--- src/rtl/fft8_pkg.sv ---
// Shared definitions for the 8-point FFT frame controller.
//   N_POINT       : samples per frame
//   IDX_W         : width of a bin/sample index
//   SIZE_DATA_DEF : default width of one IEEE-754 real or imaginary word
//   cplx_t        : one complex sample {re, im}
//   state_t       : frame controller FSM states
package fft8_pkg;

    localparam int unsigned N_POINT       = 8;
    localparam int unsigned IDX_W         = 3;
    localparam int unsigned SIZE_DATA_DEF = 32;

    // "real" is a reserved word, so the fields are re/im.
    typedef struct packed {
        logic [SIZE_DATA_DEF-1:0] re;
        logic [SIZE_DATA_DEF-1:0] im;
    } cplx_t;

    typedef enum logic [1:0] {
        S_LOAD,
        S_START,
        S_WAIT,
        S_DRAIN
    } state_t;

endpackage

--- src/rtl/fft8_frame_buf.sv ---
// 8-entry complex register file.
//   i_clk, i_rst            : clock, synchronous active-high reset (clears all entries)
//   i_wr_en/i_wr_idx/i_wr_* : write one entry
//   i_load_en/i_load_*      : overwrite all entries at once (wins over i_wr_en)
//   o_real/o_imag           : flat read-out, entry k at [k*SIZE_DATA +: SIZE_DATA]
module fft8_frame_buf
    import fft8_pkg::*;
#(
    parameter int unsigned SIZE_DATA = SIZE_DATA_DEF
) (
    input  logic                           i_clk,
    input  logic                           i_rst,
    input  logic                           i_wr_en,
    input  logic [IDX_W-1:0]               i_wr_idx,
    input  logic [SIZE_DATA-1:0]           i_wr_real,
    input  logic [SIZE_DATA-1:0]           i_wr_imag,
    input  logic                           i_load_en,
    input  logic [N_POINT*SIZE_DATA-1:0]   i_load_real,
    input  logic [N_POINT*SIZE_DATA-1:0]   i_load_imag,
    output logic [N_POINT*SIZE_DATA-1:0]   o_real,
    output logic [N_POINT*SIZE_DATA-1:0]   o_imag
);

    logic [N_POINT*SIZE_DATA-1:0] real_q, real_d;
    logic [N_POINT*SIZE_DATA-1:0] imag_q, imag_d;

    always_comb begin
        real_d = real_q;
        imag_d = imag_q;
        if (i_load_en) begin
            real_d = i_load_real;
            imag_d = i_load_imag;
        end else if (i_wr_en) begin
            real_d[i_wr_idx*SIZE_DATA +: SIZE_DATA] = i_wr_real;
            imag_d[i_wr_idx*SIZE_DATA +: SIZE_DATA] = i_wr_imag;
        end
    end

    always_ff @(posedge i_clk) begin
        if (i_rst) begin
            real_q <= '0;
            imag_q <= '0;
        end else begin
            real_q <= real_d;
            imag_q <= imag_d;
        end
    end

    assign o_real = real_q;
    assign o_imag = imag_q;

endmodule

--- src/rtl/fft8_frame_ctrl.sv ---
// Frame controller for the FFT_8Points core.
// Collects 8 complex samples on the s_* valid/ready stream, pulses o_fft_start, waits for a
// rising edge of i_fft_done (bounded by TIMEOUT_CYC), captures the 8 bins and replays them
// in bin order on the m_* valid/ready stream.
//   i_clk, i_rst              : clock, synchronous active-high reset
//   s_valid/s_ready/s_*       : input sample stream
//   m_valid/m_ready/m_*       : output bin stream, m_idx = bin index, m_last with bin 7
//   o_fft_start, o_fft_x_*    : launch pulse and frame to the core
//   i_fft_X_*, i_fft_done     : bins and done level from the core
//   o_busy                    : a frame is in progress
//   o_timeout                 : one-cycle pulse when a frame is abandoned
module fft8_frame_ctrl
    import fft8_pkg::*;
#(
    parameter int unsigned SIZE_DATA   = SIZE_DATA_DEF,
    parameter int unsigned TIMEOUT_CYC = 255
) (
    input  logic                           i_clk,
    input  logic                           i_rst,
    input  logic                           s_valid,
    output logic                           s_ready,
    input  logic [SIZE_DATA-1:0]           s_real,
    input  logic [SIZE_DATA-1:0]           s_imag,
    output logic                           m_valid,
    input  logic                           m_ready,
    output logic [SIZE_DATA-1:0]           m_real,
    output logic [SIZE_DATA-1:0]           m_imag,
    output logic [2:0]                     m_idx,
    output logic                           m_last,
    output logic                           o_fft_start,
    output logic [N_POINT*SIZE_DATA-1:0]   o_fft_x_real,
    output logic [N_POINT*SIZE_DATA-1:0]   o_fft_x_imag,
    input  logic [N_POINT*SIZE_DATA-1:0]   i_fft_X_real,
    input  logic [N_POINT*SIZE_DATA-1:0]   i_fft_X_imag,
    input  logic                           i_fft_done,
    output logic                           o_busy,
    output logic                           o_timeout
);

    localparam int unsigned TIMER_W = (TIMEOUT_CYC < 2) ? 1 : $clog2(TIMEOUT_CYC + 1);

    state_t               state_q, state_d;
    logic [IDX_W-1:0]     cnt_q, cnt_d;
    logic [TIMER_W-1:0]   timer_q, timer_d;
    logic                 done_dly_q, done_dly_d;

    logic                 in_wr;
    logic                 out_load;
    logic                 done_edge;
    logic [N_POINT*SIZE_DATA-1:0] out_real;
    logic [N_POINT*SIZE_DATA-1:0] out_imag;

    // Only a fresh 0->1 transition counts; a level left high by a previous frame is ignored.
    assign done_edge  = i_fft_done && !done_dly_q;
    assign done_dly_d = i_fft_done;

    always_comb begin
        state_d     = state_q;
        cnt_d       = cnt_q;
        timer_d     = timer_q;
        s_ready     = 1'b0;
        m_valid     = 1'b0;
        m_real      = '0;
        m_imag      = '0;
        m_idx       = '0;
        m_last      = 1'b0;
        o_fft_start = 1'b0;
        o_timeout   = 1'b0;
        in_wr       = 1'b0;
        out_load    = 1'b0;

        unique case (state_q)
            S_LOAD: begin
                s_ready = !i_rst;
                if (s_valid && s_ready) begin
                    in_wr = 1'b1;
                    cnt_d = cnt_q + 3'd1;
                    if (cnt_q == 3'd7) begin
                        state_d = S_START;
                    end
                end
            end
            S_START: begin
                o_fft_start = !i_rst;
                timer_d     = '0;
                state_d     = S_WAIT;
            end
            S_WAIT: begin
                // Capture has priority over a timeout in the same cycle.
                if (done_edge) begin
                    out_load = 1'b1;
                    state_d  = S_DRAIN;
                end else if (timer_q == TIMER_W'(TIMEOUT_CYC)) begin
                    o_timeout = !i_rst;
                    timer_d   = '0;
                    state_d   = S_LOAD;
                end else begin
                    timer_d = timer_q + 1'b1;
                end
            end
            S_DRAIN: begin
                m_valid = 1'b1;
                m_real  = out_real[cnt_q*SIZE_DATA +: SIZE_DATA];
                m_imag  = out_imag[cnt_q*SIZE_DATA +: SIZE_DATA];
                m_idx   = cnt_q;
                m_last  = (cnt_q == 3'd7);
                if (m_ready) begin
                    cnt_d = cnt_q + 3'd1;
                    if (cnt_q == 3'd7) begin
                        state_d = S_LOAD;
                    end
                end
            end
            default: begin
                state_d = S_LOAD;
            end
        endcase
    end

    assign o_busy = (state_q != S_LOAD) || (cnt_q != '0);

    always_ff @(posedge i_clk) begin
        if (i_rst) begin
            state_q    <= S_LOAD;
            cnt_q      <= '0;
            timer_q    <= '0;
            done_dly_q <= 1'b0;
        end else begin
            state_q    <= state_d;
            cnt_q      <= cnt_d;
            timer_q    <= timer_d;
            done_dly_q <= done_dly_d;
        end
    end

    fft8_frame_buf #(
        .SIZE_DATA (SIZE_DATA)
    ) in_buf (
        .i_clk       (i_clk),
        .i_rst       (i_rst),
        .i_wr_en     (in_wr),
        .i_wr_idx    (cnt_q),
        .i_wr_real   (s_real),
        .i_wr_imag   (s_imag),
        .i_load_en   (1'b0),
        .i_load_real ('0),
        .i_load_imag ('0),
        .o_real      (o_fft_x_real),
        .o_imag      (o_fft_x_imag)
    );

    fft8_frame_buf #(
        .SIZE_DATA (SIZE_DATA)
    ) out_buf (
        .i_clk       (i_clk),
        .i_rst       (i_rst),
        .i_wr_en     (1'b0),
        .i_wr_idx    ('0),
        .i_wr_real   ('0),
        .i_wr_imag   ('0),
        .i_load_en   (out_load),
        .i_load_real (i_fft_X_real),
        .i_load_imag (i_fft_X_imag),
        .o_real      (out_real),
        .o_imag      (out_imag)
    );

endmodule

--- config.mk ---
export PLATFORM = sky130hd
export DESIGN_NAME = fft8_frame_ctrl
export DESIGN_NICKNAME = d
export VERILOG_FILES = /design/src/rtl/fft8_pkg.sv /design/src/rtl/fft8_frame_buf.sv /design/src/rtl/fft8_frame_ctrl.sv
export SDC_FILE = /design/constraint.sdc
export NUM_CORES = 2
export LEC_CHECK = 0
export BUFFER_PORTS_ARGS = -buffer_cell sky130_fd_sc_hd__buf_2
export CAP_MARGIN = 10
export CORE_AREA = 4 4 457 459
export CTS_BUF_LIST = sky130_fd_sc_hd__clkbuf_8 sky130_fd_sc_hd__clkbuf_16
export DETAILED_ROUTE_END_ITERATION = 6
export DIE_AREA = 0 0 461 463
export PLACE_DENSITY = 0.48
export SYNTH_ARGS = -nofsm -noshare
export SYNTH_HDL_FRONTEND = slang
export SYNTH_SLANG_ARGS = --single-unit
--- constraint.sdc ---
create_clock -name i_clk -period 6.01 [get_ports i_clk]
set_input_delay 1.5025 -clock i_clk [delete_from_list [all_inputs] [get_ports i_clk]]
set_output_delay 1.5025 -clock i_clk [all_outputs]
set_load 0.01 [all_outputs]
==> metrics.txt <==
status=complete, no violations; core area=0.204 mm²; crit path kind=reg -> out; final hold slack=0.446 ns; antenna violations before repair=67; Finished Layout Cells=8574; accumulated negative setup slack=0 ns; synth unique cells=41; fillers=22400; area of the die=0.213 mm²; worst-skew pair later-pin latency=0.76 ns; Register-to-Register Path Depth=8; number of synthesized register bits=1038; Post-Syn Instances=4916; starting density of the core=20.1%; die width=461 µm; drt pass-1 iters=6; I/O pin cnt=1166; grt total ovfl=0; gp weighted congestion=0.833; Fin. Hold Viols=0; Avg Cell Area, Syn=8.34 µm²; hold buffers post-CTS=0; Num CTS Buffers=119; post-synth top area share=50.7%; crit path to=m_real[2]; Resized cells post-CTS=0; Synth top cells by count=nand2_1 (1545), dfxtp_1 (1038), a21oi_1 (869); dominant synthesized flop cell=dfxtp_1; critical path startpoint=state_q[1]; FF-to-FF setup slack=1.92 ns; power density over the cells=285 mW/mm²; first-pass GRT wire length=284 mm; ys async rst share=0%; H-tree levels=3; fmax=205 MHz; worst r2r src=cnt_q[0]; Initial DRC Count=3183; clk_skew=0.0322 ns; Die Y=463 µm; postcts setup bufs=0; CP required=4.51 ns; multi-input logic area=0.0182 mm²; Critical Path Start Type=flip-flop; top cell type by total area after synthesis=dfxtp_1; vias=39300; placed insts=8327; syn nets=5505; WL final=205 mm; row cnt=166; Place WS=1.84 ns; Lkg Pwr=19.8 nW; DRC violations left=0; WP data arrival=3.37 ns; Clock Path Buffers=3; capturing point of the worst reg2reg path=in_buf.o_real[5]; antenna-violating nets left=0; Synth area leaders=dfxtp_1 (51%), nand2_1 (14%), a21oi_1 (11%); NumNets Final=6349; unrepaired setup endpoints after global routing=false; actual slew at the worst max-slew pin=1.09 ns; Syn. warnings=0; CTS tree=built; Max Slew Vio Count=0; fraction of layout cells with a size suffix above 1=26.8%; Synth-to-Final Area Change=29.0%; Setup violations, final=0; Max-cap violations=0; worst ir drop on vdd=0.231 mV; most common cell in the synthesized netlist=nand2_1; GRT Util Overall=18.2%; final setup margin=1.13 ns; average wire per standard cell=23.9 µm; HPWL Detailed=145 mm; clk slew on worst S/H paths=0.06 ns; Sink Count=1038; worst min path class=reg -> reg; crit end category=output port; Port Buffers=1165; EDFF count, synth=0; register area share after synthesis=50.7%; register area=0.0208 mm²; mapped cell area=0.0410 mm²; fin crit share=81.1%; Critical Path Fanout Max=16; number of global-route vias before repair=37400; largest net degree at the start of global routing=168; routed vias/inst=4.59; Rel. slew slack=27.0%; minimum clock period after layout=4.88 ns; clock root buffer=clkbuf_16
how the worst min path moves through the flow:
stage / from / endpoint / cells past startpoint
3_3_place_gp: in_buf.o_imag[15] / in_buf.o_imag[15] / 2
5_1_grt: in_buf.o_imag[9] / in_buf.o_imag[9] / 2
6_report: in_buf.o_imag[16] / in_buf.o_imag[16] / 2
2_1_floorplan: out_buf.o_imag[192] / out_buf.o_imag[192] / 2
4_1_cts: in_buf.o_real[16] / in_buf.o_real[16] / 2
3_5_place_dp: in_buf.o_real[16] / in_buf.o_real[16] / 2
layout by cell type, fill, tap and decap left out, types with 3 or more instances in the layout:
cell and count:
a21oi_1 869, a22o_1 64, and2_1 3, and3_1 3, and3_4 3, buf_12 20, buf_2 1164, buf_4 34
bufinv_16 4, clkbuf_16 119, clkbuf_8 26, clkinv_2 27, clkinv_4 4, clkinvlp_4 6, dfxtp_1 1036, diode_2 26
ha_1 7, inv_1 32, inv_16 4, inv_6 5, mux2i_1 3, mux4_2 128, nand2_1 1544, nand2b_1 67
nand3_1 362, nand3_4 4, nand3b_1 129, nor2_1 11, nor2_4 3, nor2b_1 4, nor3_1 6, nor3b_2 3
nor4b_2 3, o21ai_0 130, xnor2_1 3
worst max-delay path, stage by stage, from the launching register on:
cell and delay (ns):
dfxtp_1 0.77, nand2_1 0.35, nor2_4 0.63, buf_4 0.36, a22o_1 0.30, buf_2 0.18
metal layers:
layer / GRT usage (%) / up-vias / share of wire, %
li1: - / 18300 / -
met1: 22.7 / 19100 / 41
met2: 30.0 / 1605 / 47
met3: 4.74 / 316 / 8.1
met4: 6.55 / 48 / 3.3
met5: 0 / - / 0.14
where the power goes:
| part | switching [mW] | internal [mW] | total [mW] |
|---|---|---|---|
| clock network | 3.17 | 4.11 | 7.28 |
| registers | 0.0275 | 6.90 | 6.93 |
| logic | 0.581 | 0.281 | 0.862 |
flip-flops by register name, indices dropped and copies added (netlist names):
name	cells
in_buf.o_imag	256
in_buf.o_real	256
out_buf.o_imag	256
out_buf.o_real	256
timer_q	8
cnt_q	3
state_q	2
done_dly_q	1
layout make-up:
cell class                 instances  share of cell area [%]
antenna                           26                   0.123
inverter                           6                  0.0426
clock inverter                    76                    1.05
sequential                      1038                    39.3
timing repair buffer            1219                    12.3
tap                             2688                    6.36
clock buffer                     145                    6.31
multi-input combinational       3376                    34.5
cell families after synthesis:
| logic type | after synthesis | synth area share (%) |
|---|---|---|
| AND/OR/NAND/NOR | 2162 | 22.9 |
| AO/OA/AOI/OAI | 1072 | 13.7 |
| flip-flops | 1038 | 50.7 |
| buffers and inverters | 502 | 5.22 |
| multiplexers | 131 | 7.11 |
| adder cells (fa/ha/maj) | 8 | 0.244 |
| XOR/XNOR | 3 | 0.0641 |
stage by stage:
step	instance area [µm²]	utilization (%)	total power, mW
after global routing	52800	25.9	15.6
after detailed placement	48900	23.9	7.96
after global placement	48900	23.9	7.96
final	52900	25.9	15.1
after CTS	52800	25.8	15.3
after floorplan	41000	-	7.45
(Power assumes the default switching activity.)
